File: src/rtl/breath_sequencer_if.sv
// Signal bundle between the breathing-LED control plane and its consumers.
// The sequencer (master) takes the raw speed buttons and drives the ramp,
// colour and speed outputs. The PWM stage and indicators (slave) see the
// opposite directions.
//   btn_inc, btn_dec : raw push buttons, asynchronous to the clock
//   brightness       : ramp level, 0..MAX_BRIGHTNESS
//   color_idx        : palette index
//   speed_mode       : 0 = slowest .. 3 = fastest breath
//   led_speed        : one-hot speed indicator (1 << speed_mode)
//   cycle_done       : one-clock pulse when a breath completes
interface breath_sequencer_if;
   logic       btn_inc;
   logic       btn_dec;
   logic [7:0] brightness;
   logic [2:0] color_idx;
   logic [1:0] speed_mode;
   logic [3:0] led_speed;
   logic       cycle_done;

   modport master (
      input  btn_inc, btn_dec,
      output brightness, color_idx, speed_mode, led_speed, cycle_done
   );

   modport slave (
      output btn_inc, btn_dec,
      input  brightness, color_idx, speed_mode, led_speed, cycle_done
   );
endinterface

File: src/rtl/breath_sequencer.sv
// Control plane for the rainbow breathing LED.
// Debounces the speed buttons, holds one of four breathing speeds, and runs a
// triangular brightness ramp. The colour advances once per completed breath,
// so a colour change always happens at darkness.
// Ports:
//   clk   : system clock
//   rst_n : asynchronous active-low reset
//   bus   : breath_sequencer_if master (buttons in, ramp/colour/speed out)
//
// state | meaning
// ------+-----------------------------------------------
// RISE  | brightness climbs one step per tick up to peak
// FALL  | brightness drops one step per tick down to 0
// DARK  | brightness held at 0 for DARK_STEPS ticks
module breath_sequencer #(
   parameter int CLK_FREQ        = 125000000,
   parameter int MAX_BRIGHTNESS  = 100,
   parameter int BASE_STEP       = 1250000,
   parameter int DEBOUNCE_CYCLES = 1250000,
   parameter int NUM_COLORS      = 7,
   parameter int DARK_STEPS      = 0
) (
   input logic                clk,
   input logic                rst_n,
   breath_sequencer_if.master bus
);

   // A degenerate parameter set collapses to a one-cycle debounce instead of
   // an unreachable terminal count.
   localparam logic [31:0] DB_LAST =
      (CLK_FREQ > 0 && DEBOUNCE_CYCLES > 0) ? 32'(DEBOUNCE_CYCLES - 1) : 32'd0;
   localparam logic [7:0]  PEAK       = 8'(MAX_BRIGHTNESS);
   localparam logic [2:0]  LAST_COLOR = 3'(NUM_COLORS - 1);
   // Only compared while in DARK, which is unreachable when DARK_STEPS is 0.
   localparam logic [31:0] DARK_LAST  = 32'(DARK_STEPS - 1);

   typedef enum logic [1:0] {RISE, FALL, DARK} ramp_state_t;

   // Button path, index 0 = inc, index 1 = dec.
   logic [1:0]  raw;
   logic [1:0]  sync_a;
   logic [1:0]  sync_b;
   logic [1:0]  accepted;
   logic [1:0]  press;
   logic [31:0] db_cnt [2];

   assign raw = {bus.btn_dec, bus.btn_inc};

   always_ff @(posedge clk or negedge rst_n) begin
      if (!rst_n) begin
         sync_a    <= '0;
         sync_b    <= '0;
         accepted  <= '0;
         press     <= '0;
         db_cnt[0] <= '0;
         db_cnt[1] <= '0;
      end else begin
         sync_a <= raw;
         sync_b <= sync_a;
         press  <= '0;
         for (int i = 0; i < 2; i++) begin
            if (sync_b[i] != accepted[i]) begin
               if (db_cnt[i] == DB_LAST) begin
                  db_cnt[i]   <= '0;
                  accepted[i] <= sync_b[i];
                  // Only the press edge is reported; release is silent.
                  press[i]    <= sync_b[i];
               end else begin
                  db_cnt[i] <= db_cnt[i] + 32'd1;
               end
            end else begin
               db_cnt[i] <= '0;
            end
         end
      end
   end

   // Speed selection, saturating at both ends.
   logic [1:0] speed_mode;
   logic [1:0] speed_next;
   logic [3:0] led_speed;

   always_comb begin
      speed_next = speed_mode;
      if (press[0] && !press[1] && speed_mode != 2'd3) begin
         speed_next = speed_mode + 2'd1;
      end else if (press[1] && !press[0] && speed_mode != 2'd0) begin
         speed_next = speed_mode - 2'd1;
      end
   end

   always_ff @(posedge clk or negedge rst_n) begin
      if (!rst_n) begin
         speed_mode <= 2'd2;
         led_speed  <= 4'b0100;
      end else begin
         speed_mode <= speed_next;
         led_speed  <= 4'b0001 << speed_next;
      end
   end

   // Step timer; a speed change restarts the current step from zero.
   logic [31:0] timer;
   logic [31:0] step_last;
   logic        tick;

   assign step_last = (32'(BASE_STEP) >> speed_mode) - 32'd1;
   assign tick      = (timer == step_last);

   always_ff @(posedge clk or negedge rst_n) begin
      if (!rst_n) begin
         timer <= '0;
      end else if (speed_next != speed_mode || tick) begin
         timer <= '0;
      end else begin
         timer <= timer + 32'd1;
      end
   end

   // Ramp FSM.
   ramp_state_t state, state_next;
   logic [7:0]  bright, bright_next;
   logic [2:0]  color, color_next;
   logic        done, done_next;
   logic [31:0] dark_cnt, dark_next;

   always_ff @(posedge clk or negedge rst_n) begin
      if (!rst_n) begin
         state    <= RISE;
         bright   <= '0;
         color    <= '0;
         done     <= 1'b0;
         dark_cnt <= '0;
      end else begin
         state    <= state_next;
         bright   <= bright_next;
         color    <= color_next;
         done     <= done_next;
         dark_cnt <= dark_next;
      end
   end

   always_comb begin
      state_next  = state;
      bright_next = bright;
      color_next  = color;
      done_next   = 1'b0;
      dark_next   = dark_cnt;
      if (tick) begin
         case (state)
            RISE: begin
               bright_next = bright + 8'd1;
               if (bright + 8'd1 == PEAK) begin
                  state_next = FALL;
               end
            end
            FALL: begin
               bright_next = bright - 8'd1;
               if (bright == 8'd1) begin
                  done_next  = 1'b1;
                  color_next = (color == LAST_COLOR) ? 3'd0 : color + 3'd1;
                  state_next = (DARK_STEPS > 0) ? DARK : RISE;
               end
            end
            DARK: begin
               if (dark_cnt == DARK_LAST) begin
                  dark_next  = '0;
                  state_next = RISE;
               end else begin
                  dark_next = dark_cnt + 32'd1;
               end
            end
            default: state_next = RISE;
         endcase
      end
   end

   assign bus.brightness = bright;
   assign bus.color_idx  = color;
   assign bus.speed_mode = speed_mode;
   assign bus.led_speed  = led_speed;
   assign bus.cycle_done = done;

endmodule

File: src/flat_wrapper.sv
// flat-port wrapper written by rule: the top's interface ports become plain ports
module breath_sequencer_flat 
#(
   parameter int CLK_FREQ        = 125000000,
   parameter int MAX_BRIGHTNESS  = 100,
   parameter int BASE_STEP       = 1250000,
   parameter int DEBOUNCE_CYCLES = 1250000,
   parameter int NUM_COLORS      = 7,
   parameter int DARK_STEPS      = 0
)
  (clk, rst_n, bus_btn_inc, bus_btn_dec, bus_brightness, bus_color_idx, bus_speed_mode, bus_led_speed, bus_cycle_done);
  breath_sequencer_if bus_i ();
  input logic clk;
  input logic rst_n;
  input wire logic [$bits(bus_i.btn_inc)-1:0] bus_btn_inc;
  input wire logic [$bits(bus_i.btn_dec)-1:0] bus_btn_dec;
  output wire logic [$bits(bus_i.brightness)-1:0] bus_brightness;
  output wire logic [$bits(bus_i.color_idx)-1:0] bus_color_idx;
  output wire logic [$bits(bus_i.speed_mode)-1:0] bus_speed_mode;
  output wire logic [$bits(bus_i.led_speed)-1:0] bus_led_speed;
  output wire logic [$bits(bus_i.cycle_done)-1:0] bus_cycle_done;
  assign bus_i.btn_inc = bus_btn_inc;
  assign bus_i.btn_dec = bus_btn_dec;
  assign bus_brightness = bus_i.brightness;
  assign bus_color_idx = bus_i.color_idx;
  assign bus_speed_mode = bus_i.speed_mode;
  assign bus_led_speed = bus_i.led_speed;
  assign bus_cycle_done = bus_i.cycle_done;
  breath_sequencer #(.CLK_FREQ(CLK_FREQ), .MAX_BRIGHTNESS(MAX_BRIGHTNESS), .BASE_STEP(BASE_STEP), .DEBOUNCE_CYCLES(DEBOUNCE_CYCLES), .NUM_COLORS(NUM_COLORS), .DARK_STEPS(DARK_STEPS)) u_core (.clk(clk), .rst_n(rst_n), .bus(bus_i));
endmodule
File: config.mk
export PLATFORM = sky130hd
export DESIGN_NAME = breath_sequencer_flat
export DESIGN_NICKNAME = d
export VERILOG_FILES = /design/src/rtl/breath_sequencer_if.sv /design/src/rtl/breath_sequencer.sv /design/src/flat_wrapper.sv
export SDC_FILE = /design/constraint.sdc
export NUM_CORES = 1
export LEC_CHECK = 0
export CAP_MARGIN = 10
export CORE_ASPECT_RATIO = 1.5
export CORE_UTILIZATION = 62
export CTS_CLUSTER_DIAMETER = 150
export DETAILED_ROUTE_END_ITERATION = 8
export GPL_TIMING_DRIVEN = 0
export PLACE_DENSITY = 0.8
export SYNTH_ARGS = -nofsm -noshare
export SYNTH_HDL_FRONTEND = slang
export SYNTH_SLANG_ARGS = --single-unit
File: constraint.sdc
create_clock -name clk -period 4.3 [get_ports clk]
set_clock_uncertainty 0.05 [all_clocks]
set_input_delay 1.075 -clock clk [delete_from_list [all_inputs] [get_ports clk]]
set_output_delay 1.075 -clock clk [all_outputs]
set_load 0.1 [all_outputs]
==> impl_metrics.yaml, run 1 <==
status:
  outcome: "finished clean"
route:
  met1Wirelength_mm: 5.921
  highest_layer: "met4"
  wl_per_cell_um: 16.57
  drtIter0Drc: 417
  drc_errors: 0
  drtAntennaViolNets: 0
  vias: 5348
  route.met3.wl_um: 579
  vias_per_cell: 6.036
  dr_wl_met2_mm: 7.941
  drt_first_pass_iters: 5
  drt-total-wl_mm: 14.68
clock_tree:
  worstSkewPairLatency_ps: 420
  cts_tree: "done"
  cts.sinks: 123
  clockBufferDepth: 2
  post-cts-setup-buffers: 0
  cts_resized: 0
  numCtsBuffers: 17
  cts_hold_buf: 0
  cts.clk_slew.worst_paths_ps: 50
  cts_root_buf: "clkbuf_16"
  htreeDepth: 4
worst_setup_path:
  crit_fanout: 10
  crit_path_end_kind: "flip-flop"
  reg2regPathDepth: 11
  arrival_ps: 3820
  reg2reg_from: "u_core.bus.speed_mode[1]$_DFF_PN1_"
  start_kind: "flip-flop"
  worstPathRequired_ps: 4520
  r2r_slack_ps: 700
  critPathKind: "flip-flop to flip-flop"
  r2r-end: "u_core.timer[5]$_DFF_PN0_"
global_routing:
  grt_pass1_vias: 5303
  track_usage: 0.2874
  grt_antenna_before_repair: 0
  overflow: 0
  grt_pass1_wl_mm: 25.03
  grt_max_degree: 87
yosys:
  synthDistinctLibCells: 58
  synth.avg_cell_area_sq_um: 9.702
  netlist_area_sq_mm: 0.006675
  synth.yosys.warnings: 0
  ys_ff_latch: 123
  syn-instance-count: 688
  seq_area_frac_synth: 0.4615
  synth_nets: 707
  synthArstFlopShare: 1.000
  synth_ff_type: "dfrtp_1"
  synth_edf_count: 0
final_layout:
  fillCellCount: 711
  final_nets: 748
  seqCellArea_sq_mm: 0.003080
  design_area_sq_mm: 0.007816
  area_growth_syn_to_layout_pct: 17.09
  final_cells: 886
  diodes: 0
  drive_above_1_share: 0.08356
  multi_input_area_sq_mm: 0.003339
pwr:
  irDropWorstVdd_mv: 0.3593
  power.density_mw_per_mm2: 379.3
  leakagePower_nw: 3.188
run:
  drv_cap: 0
floorplan:
  die_h_um: 129.1
  ios: 22
  fp-row-count: 46
  fp.dieW_um: 86.72
  die-area_sq_mm: 0.01119
  core_region_area_sq_mm: 0.01053
  initial_utilization: 0.6338
sta:
  post-route-period-util: 0.8380
  relSlewSlack: 0.3361
  period_needed_ps: 3604
  tns_ps: 0
  final-hold-violation-count: 0
  slew_violations: 0
  tightest_slew_ps: 992.8
  setup_viol: 0
  max_freq_ghz: 0.2775
  rsz0062_at_grt: "no"
worst_hold_path:
  min-delay-start: "u_core.sync_a[1]$_DFF_PN0_"
  whs_endpoint: "u_core.sync_b[1]$_DFF_PN0_"
  min_path_type: "flip-flop to flip-flop"
  min_path_cells: 0
placed_design:
  hpwlAfterDp_mm: 9.605
  place_area_sq_mm: 0.007094
  port_buffers: 21
  gp_congestion: 0.8768
  dp.cells: 854
worst max-delay path: stages, from the launching register on:
cell      delay [ps]
dfstp_2          600
clkbuf_1         320
inv_1            160
ha_1             290
buf_2            190
nor4_1           400
a311o_1          240
nand4_1          180
buf_4            250
nor3_4           390
buf_2            310
nor3_1            90
sequential cells by signal, indices dropped and copies added (netlist names), 2 cells and up:
register,cells
u_core.sync_b,2
u_core.bus.led_speed,4
u_core.accepted,2
u_core.bus.color_idx,3
u_core.bus.speed_mode,2
u_core.db_cnt,64
u_core.press,2
u_core.bus.brightness,8
u_core.timer,32
u_core.sync_a,2
Yosys cell counts (4+ instances only):
master,n,area (sq um)
nand4_1,21,131.4
nor2_1,76,285.3
buf_2,9,45.04
nor4_1,41,256.5
nand2_1,35,131.4
and2_1,4,25.02
or3_1,6,37.54
mux2_2,4,45.04
xor2_1,29,254.0
nor3_1,60,300.3
nor4b_1,5,43.79
nor3b_1,4,30.03
dfrtp_1,121,3028
and4_1,12,105.1
or4_1,5,37.54
ha_1,15,187.7
xnor2_1,78,683.2
nand3_1,39,195.2
clkbuf_1,23,86.33
and3_1,14,87.58
inv_1,27,101.4
cells by family (layout without fill, tap and decap cells):
logic type               Yosys count  in the layout  synth area share
AO/OA/AOI/OAI                     29             29           0.03693
multiplexers                       6              6          0.009747
XOR/XNOR                         107            107            0.1404
AND/OR/NAND/NOR                  346            346            0.2851
buffers and inverters             62            116           0.03824
adder cells (fa/ha/maj)           15             15           0.02812
flip-flops                       123            123            0.4615
layout make-up:
cell class,count,share of cell area
Tap cell,144,0.02305
Clock buffer,20,0.05843
Clock inverter,12,0.03394
Buffer,35,0.01969
Inverter,27,0.01297
Sequential cell,123,0.3941
Multi-Input combinational cell,503,0.4272
Timing Repair Buffer,22,0.03057
placed cells by master (no fill, tap or decap), types with 3 or more instances in the layout:
cell and count:
a2111oi_2 3, a21oi_1 3, a22oi_1 3, and2_1 4
and3_1 14, and4_1 12, buf_2 9, bufinv_16 8
clkbuf_1 24, clkbuf_16 17, clkdlybuf4s50_1 20, dfrtp_1 121
ha_1 15, inv_1 27, mux2_2 4, nand2_1 35
nand2b_1 3, nand3_1 39, nand3b_1 3, nand4_1 21
nor2_1 76, nor3_1 60, nor3b_1 4, nor4_1 41
nor4b_1 5, o211ai_1 3, or3_1 6, or4_1 5
or4b_1 3, xnor2_1 78, xor2_1 29
layer usage:
layer	vias to the layer above	GRT usage
met3	21	0.06497
met2	154	0.5117
met4	0	0.1029
li1	2520	-
met1	2653	0.3384
met5	-	0
power by group:
| part | switching (W) | internal (W) |
|---|---|---|
| logic | 0.0000368 | 0.0000124 |
| registers | 0.00000601 | 0.00116 |
| clock network | 0.000512 | 0.00123 |
stage by stage:
step	setup WS, ps	power [W]	hold slack, ps	utilization
floorplan	823.3	0.001205	281.2	-
global placement	-2499	0.001235	285.8	0.6708
detailed placement	742.4	0.001240	287.9	0.6736
CTS	722.2	0.002975	299.5	0.7421
global route	483.4	0.003039	301.5	0.7421
finish	696.4	0.002965	298.4	0.7421
worst max path at each step:
| stage | start | end | slack [ps] | depth (start not counted) |
|---|---|---|---|---|
| after floorplan | u_core.bus.speed_mode[0]$_DFF_PN0_ | u_core.bus.color_idx[2]$_DFFE_PN0P_ | 820 | 9 |
| after global placement | rst_n | u_core.db_cnt[14]$_DFF_PN0_ | -2500 | 1 |
| after detailed placement | u_core.bus.speed_mode[1]$_DFF_PN1_ | u_core.timer[5]$_DFF_PN0_ | 740 | 11 |
| after CTS | u_core.bus.speed_mode[1]$_DFF_PN1_ | u_core.timer[5]$_DFF_PN0_ | 720 | 11 |
| after global routing | u_core.bus.speed_mode[1]$_DFF_PN1_ | u_core.timer[7]$_DFF_PN0_ | 480 | 10 |
| final | u_core.bus.speed_mode[1]$_DFF_PN1_ | u_core.timer[5]$_DFF_PN0_ | 700 | 11 |
(Power assumes the default switching activity.)
==> run 2: changes to the inputs <==
--- a/config.mk
+++ b/config.mk
@@ -7,11 +7,11 @@
 export LEC_CHECK = 0
 export CAP_MARGIN = 10
 export CORE_ASPECT_RATIO = 1.5
-export CORE_UTILIZATION = 62
+export CORE_UTILIZATION = 56
 export CTS_CLUSTER_DIAMETER = 150
 export DETAILED_ROUTE_END_ITERATION = 8
 export GPL_TIMING_DRIVEN = 0
-export PLACE_DENSITY = 0.8
+export PLACE_DENSITY = 0.77
 export SYNTH_ARGS = -nofsm -noshare
 export SYNTH_HDL_FRONTEND = slang
 export SYNTH_SLANG_ARGS = --single-unit
==> constraint.sdc (replaced) <==
create_clock -name clk -period 3.2 [get_ports clk]
set_clock_uncertainty 0.05 [all_clocks]
set_input_delay 0.8 -clock clk [delete_from_list [all_inputs] [get_ports clk]]
set_output_delay 0.8 -clock clk [all_outputs]
set_load 0.1 [all_outputs]
==> run 2 against run 1 <==
Wire length rose by 1.4%. Sequential share of layout area fell by 0.23 points. Clock power rose by 13%. Sequential power rose by 34%. Count of clock-buffer cells in the layout rose by 5. Final cell count rose by 1.7%. Register-to-register slack got worse by 630 ps. Critical endpoint is now bus_speed_mode[1]. Largest power group unchanged.
==> impl_metrics.yaml, run 2 (synthesis gave the netlist of run 1 again) <==
status:
  outcome: "finished clean"
placed_design:
  hpwlAfterDp_mm: 9.770
  preCtsSetupSlack_ps: -211.0
  gp_congestion: 0.9150
  dp.cells: 860
  port_buffers: 21
worst_hold_path:
  min_path_type: "input pin to async pin"
final_layout:
  final_cell_mix: "dfrtp_1 (120), xnor2_1 (78), nor2_1 (76), nor3_1 (60), nand3_1 (39)"
  final_cells: 901
  diodes: 0
  final_common_cell: "dfrtp_1"
  largest-register: "u_core.db_cnt"
  drive_above_1_share: 0.1012
  final_nets: 757
  largest_reg_flops: 64
  area_growth_syn_to_layout_pct: 17.98
global_routing:
  grt_antenna_before_repair: 0
  overflow: 0
  track_usage: 0.2555
  grt_pass1_vias: 5253
  grt_max_degree: 75
  grt_pass1_wl_mm: 24.92
worst_setup_path:
  reg2regPathDepth: 10
  r2r_slack_ps: 70
  worstPathRequired_ps: 2350
  cp_slowest_stage_delay_ps: 1130
  path_cells: "buf_4, clkdlybuf4s50_1"
  crit_fanout: 5
  path_delay_family: "buffers and inverters"
  r2r-end: "u_core.state[0]$_DFFE_PN0P_"
  critPathKind: "flip-flop to output pin"
  start_kind: "flip-flop"
  cp_slowest_cell: "clkdlybuf4s50_1"
  crit_path_end_kind: "output pin"
  reg2reg_from: "u_core.bus.speed_mode[1]$_DFF_PN1_"
  arrival_ps: 2310
  cp_num_buf_inv: 2
clock_tree:
  worstSkewPairLatency_ps: 410
  cts.sinks: 123
  numCtsBuffers: 17
  cts_root_buf: "clkbuf_16"
  cts.clk_slew.worst_paths_ps: 50
  clockBufferDepth: 2
  cts_tree: "done"
  cts_hold_buf: 0
  htreeDepth: 4
route:
  drt-total-wl_mm: 14.88
  vias: 5385
  vias_per_cell: 5.977
  drtAntennaViolNets: 0
  wl_per_cell_um: 16.51
  drt_first_pass_iters: 5
  drtIter0Drc: 318
  drc_errors: 0
floorplan:
  ios: 22
  core_region_area_sq_mm: 0.01153
  fp.dieW_um: 91.15
  die_h_um: 135.7
  die-area_sq_mm: 0.01237
  fp-row-count: 48
  initial_utilization: 0.5789
pwr:
  power.density_mw_per_mm2: 458.5
  leakagePower_nw: 3.228
  irDropWorstVdd_mv: 0.3410
  pwr-share-clk: 0.547
  p_comb_frac: 0.018
  intPower_w: 0.002905
  switching_share: 0.1955
  p_switching_w: 0.0007059
  p_total_w: 0.003611
  pwr-share-seq: 0.436
sta:
  relSlewSlack: 0.3466
  final-hold-violation-count: 0
  setup_viol: 0
  tns_ps: 0
  post-route-period-util: 0.9863
  max_freq_ghz: 0.3168
  period_needed_ps: 3156
  slew_violations: 0
  layout_setup_ws_ps: 43.91
  tightest_slew_ps: 977.0
run:
  drv_cap: 0
==> run 2: cell types whose count changed in the layout (fill, tap and decap cells not counted), moves of 2 or more <==
cell / change
buf_4: +9
nor4_1: -3
buf_6: +4
clkinvlp_4: -2
clkinv_2: +2
nor4_2: +2
bufinv_16: -5
buf_2: -5
clkbuf_8: +4
==> run 2: final cells by class <==
class,instances,area (sq um)
well taps,150,187.7
multi-input cells,503,3387
repair buffers,31,306.5
clock buffers,25,505.5
inverters,27,101.3
clock inverters,7,110.1
plain buffers,35,191.4
flip-flops and latches,123,3085
fillers,860,3656
==> run 2: worst max-delay path by stage <==
stage | start | endpoint | slack (ps) | cells after the start
2_1_floorplan | u_core.bus.speed_mode[1]$_DFF_PN1_ | u_core.bus.color_idx[2]$_DFFE_PN0P_ | 20 | 10
3_3_place_gp | rst_n | u_core.bus.speed_mode[0]$_DFF_PN0_ | -3760 | 1
3_5_place_dp | u_core.bus.speed_mode[1]$_DFF_PN1_ | u_core.timer[30]$_DFF_PN0_ | -210 | 11
4_1_cts | u_core.bus.speed_mode[1]$_DFF_PN1_ | u_core.timer[30]$_DFF_PN0_ | -10 | 11
5_1_grt | u_core.bus.speed_mode[1]$_DFF_PN1_ | u_core.timer[4]$_DFF_PN0_ | -20 | 12
6_report | u_core.bus.speed_mode[1]$_DFF_PN1_ | bus_speed_mode[1] | 40 | 2
==> run 2: metal layers <==
metal,wire (um),vias to the layer above,GRT usage
li1,-,2532,-
met2,8100,181,0.4579
met1,5725,2633,0.2873
met5,0,-,0
met3,648,39,0.04826
met4,402,0,0.1349
==> run 2: power groups by stage <==
stage | logic, W | registers (W) | clock network [W]
6_report | 0.0000638 | 0.00157 | 0.00197
4_1_cts | 0.0000669 | 0.00157 | 0.00200
5_1_grt | 0.0000754 | 0.00157 | 0.00208
3_3_place_gp | 0.0000606 | 0.00160 | 0
2_1_floorplan | 0.0000213 | 0.00160 | 0
3_5_place_dp | 0.0000665 | 0.00160 | 0
==> run 2: timing repair <==
item | in CTS | in global routing
hold endpoints to repair | 0 | 0
endpoints found under the setup margin | 35 | 43
pin swaps | 3 | 3
resized for setup | 6 | 9
buffers inserted | 5 | 3
gates cloned | 1 | 0
==> run 2: worst reg2reg max path, cell delays in order, from the launching register on <==
cell	delay (ps)
dfstp_4	620
clkbuf_8	150
inv_1	80
ha_1	270
buf_4	170
or3b_4	400
a22oi_1	180
nand4_1	210
buf_6	220
or4_4	540
a21oi_2	160
==> run 2: per-stage QoR <==
step           hold slack (ps)  instance area [sq um]  utilization
2_1_floorplan            281.2                   6700            -
3_3_place_gp             284.1                   7098       0.6156
3_5_place_dp             284.7                   7127       0.6181
4_1_cts                  291.0                   7807       0.6771
5_1_grt                  297.8                   7875       0.6829
6_report                 272.2                   7875       0.6829
==> run 3: changes to the inputs <==
--- a/config.mk
+++ b/config.mk
@@ -7,11 +7,10 @@
 export LEC_CHECK = 0
 export CAP_MARGIN = 10
 export CORE_ASPECT_RATIO = 1.5
-export CORE_UTILIZATION = 56
+export CORE_UTILIZATION = 45
 export CTS_CLUSTER_DIAMETER = 150
 export DETAILED_ROUTE_END_ITERATION = 8
 export GPL_TIMING_DRIVEN = 0
-export PLACE_DENSITY = 0.77
 export SYNTH_ARGS = -nofsm -noshare
 export SYNTH_HDL_FRONTEND = slang
 export SYNTH_SLANG_ARGS = --single-unit
==> run 3 against run 2 <==
Setup slack better by 13 ps. Combinational power up 1%. Sequential power about the same. First-iteration DRC count down 29%. Flip-flop and latch count unchanged. Fmax up 0.42%. Final cell count up 4.7%. Cell area unchanged. Sequential share of layout area unchanged.
==> impl_metrics.yaml, run 3 (synthesis gave the netlist of run 1 again) <==
status:
  outcome: "finished clean"
sta:
  final-hold-violation-count: 0
  period_needed_ps: 3143
  post-route-period-util: 0.9821
  relSlewSlack: 0.3494
  tightest_slew_ps: 972.8
  slew_violations: 0
  holdWs_ps: 296.8
  setup_viol: 0
  max_freq_ghz: 0.3182
route:
  drtAntennaViolNets: 0
  vias: 5187
  drc_errors: 0
  vias_per_cell: 5.501
  drt-total-wl_mm: 14.35
  drt_first_pass_iters: 5
  drtIter0Drc: 227
  wl_per_cell_um: 15.21
pwr:
  leakagePower_nw: 3.196
  power.density_mw_per_mm2: 458.3
  irDropWorstVdd_mv: 0.3718
floorplan:
  fp.dieW_um: 101.4
  die_h_um: 151.2
  core_region_area_sq_mm: 0.01453
  die-area_sq_mm: 0.01533
  fp-row-count: 54
  initial_utilization: 0.4595
  ios: 22
placed_design:
  port_buffers: 21
  dp.cells: 906
  hpwlAfterDp_mm: 9.967
  gp_congestion: 0.8651
worst_setup_path:
  start_kind: "flip-flop"
  cp_slowest_stage_delay_ps: 1130
  cp_slowest_cell: "clkdlybuf4s50_1"
  r2r_slack_ps: 70
  crit_path_end_kind: "output pin"
  crit_fanout: 5
  worstPathRequired_ps: 2350
  arrival_ps: 2290
  critPathKind: "flip-flop to output pin"
  path_cells: "buf_4, clkdlybuf4s50_1"
  path_delay_family: "buffers and inverters"
  cp_num_buf_inv: 2
global_routing:
  grt_pass1_wl_mm: 24.50
  grt_antenna_before_repair: 0
  track_usage: 0.2050
  grt_max_degree: 65
  grt_pass1_vias: 5205
  overflow: 0
final_layout:
  largest_reg_flops: 64
  drive_above_1_share: 0.09371
  final_cells: 943
  largest-register: "u_core.db_cnt"
  diodes: 0
  final_nets: 753
  area_growth_syn_to_layout_pct: 17.98
  final_cell_mix: "dfrtp_1 (120), xnor2_1 (78), nor2_1 (76), nor3_1 (60), nor4_1 (40)"
  multi_input_area_sq_mm: 0.003362
  final_common_cell: "dfrtp_1"
  seqCellArea_sq_mm: 0.003085
  fillCellCount: 1289
clock_tree:
  cts_tree: "done"
  cts_hold_buf: 0
  clockBufferDepth: 2
  numCtsBuffers: 17
  htreeDepth: 4
  cts_root_buf: "clkbuf_16"
  cts.sinks: 123
  worstSkewPairLatency_ps: 420
  cts.clk_slew.worst_paths_ps: 60
run:
  drv_cap: 0
worst_hold_path:
  min_path_type: "flip-flop to flip-flop"
run 3: cell count changes in the layout (fill, tap and decap cells not counted), sizes merged:
| cell | before | now |
|---|---|---|
| clkbuf | 49 | 51 |
| buf | 22 | 18 |
| clkinv | 4 | 1 |
| clkinvlp | 0 | 2 |
| bufinv | 3 | 2 |
run 3: stage by stage:
stage	setup TNS [ps]	utilization	instance area (sq um)	setup slack (ps)	total power, W
6_report	0	0.5421	7875	57.15	0.003609
2_1_floorplan	0	-	6700	18.44	0.001619
5_1_grt	-2.735	0.5421	7875	-1.953	0.003726
4_1_cts	-520.4	0.5383	7820	-36.48	0.003643
3_3_place_gp	-439540	0.4926	7156	-4009	0.001662
3_5_place_dp	-6699	0.4946	7184	-236.7	0.001668
run 3: what timing repair did:
action | in CTS | in global routing
pin swaps | 2 | 2
resized for setup | 2 | 12
setup buffers | 2 | 3
endpoints found under the setup margin | 36 | 37
run 3: final cells by class:
cell class,count,area share
timing repair buffer,27,0.03559
inverter,27,0.01287
tap,196,0.03114
sequential,123,0.3918
clock inverter,5,0.01017
buffer,35,0.02383
multi-input combinational,503,0.4269
clock buffer,27,0.06768
run 3: path summary, 6_finish.rpt:
path	start	end	cells after the start
max in group asynchronous	rst_n	u_core.db_cnt[59]$_DFF_PN0_	2
min in group asynchronous	rst_n	u_core.bus.led_speed[1]$_DFF_PN0_	1
worst min register to register	u_core.sync_a[1]$_DFF_PN0_	u_core.sync_b[1]$_DFF_PN0_	0
worst max-delay path	u_core.bus.speed_mode[1]$_DFF_PN1_	bus_speed_mode[1]	2
worst max register to register	u_core.bus.speed_mode[1]$_DFF_PN1_	u_core.state[0]$_DFFE_PN0P_	11
worst min-delay path	u_core.sync_a[1]$_DFF_PN0_	u_core.sync_b[1]$_DFF_PN0_	0
run 3: power breakdown:
part	total [W]	switching (W)	leakage, nW	internal, W
registers	0.00157	0.00000731	1.68	0.00157
logic	0.0000646	0.0000485	1.22	0.0000161
clock network	0.00197	0.000680	0.296	0.00129
run 3: worst reg2reg max path: cells and delay by family (launching register included):
family	cells	cell delay, ps
AOI/OAI and AO/OA	2	330
adders and majority gates	1	270
DFF	1	610
buffers and inverters	5	730
and+or+nand+nor	3	1060
run 3: layer usage:
metal  vias up  GRT usage  wire length (um)
li1       2535          -                 -
met1      2560     0.2343              6244
met2        64     0.3622              7446
met3        28    0.04246               283
met4         0    0.09638               372
met5         -          0                 0
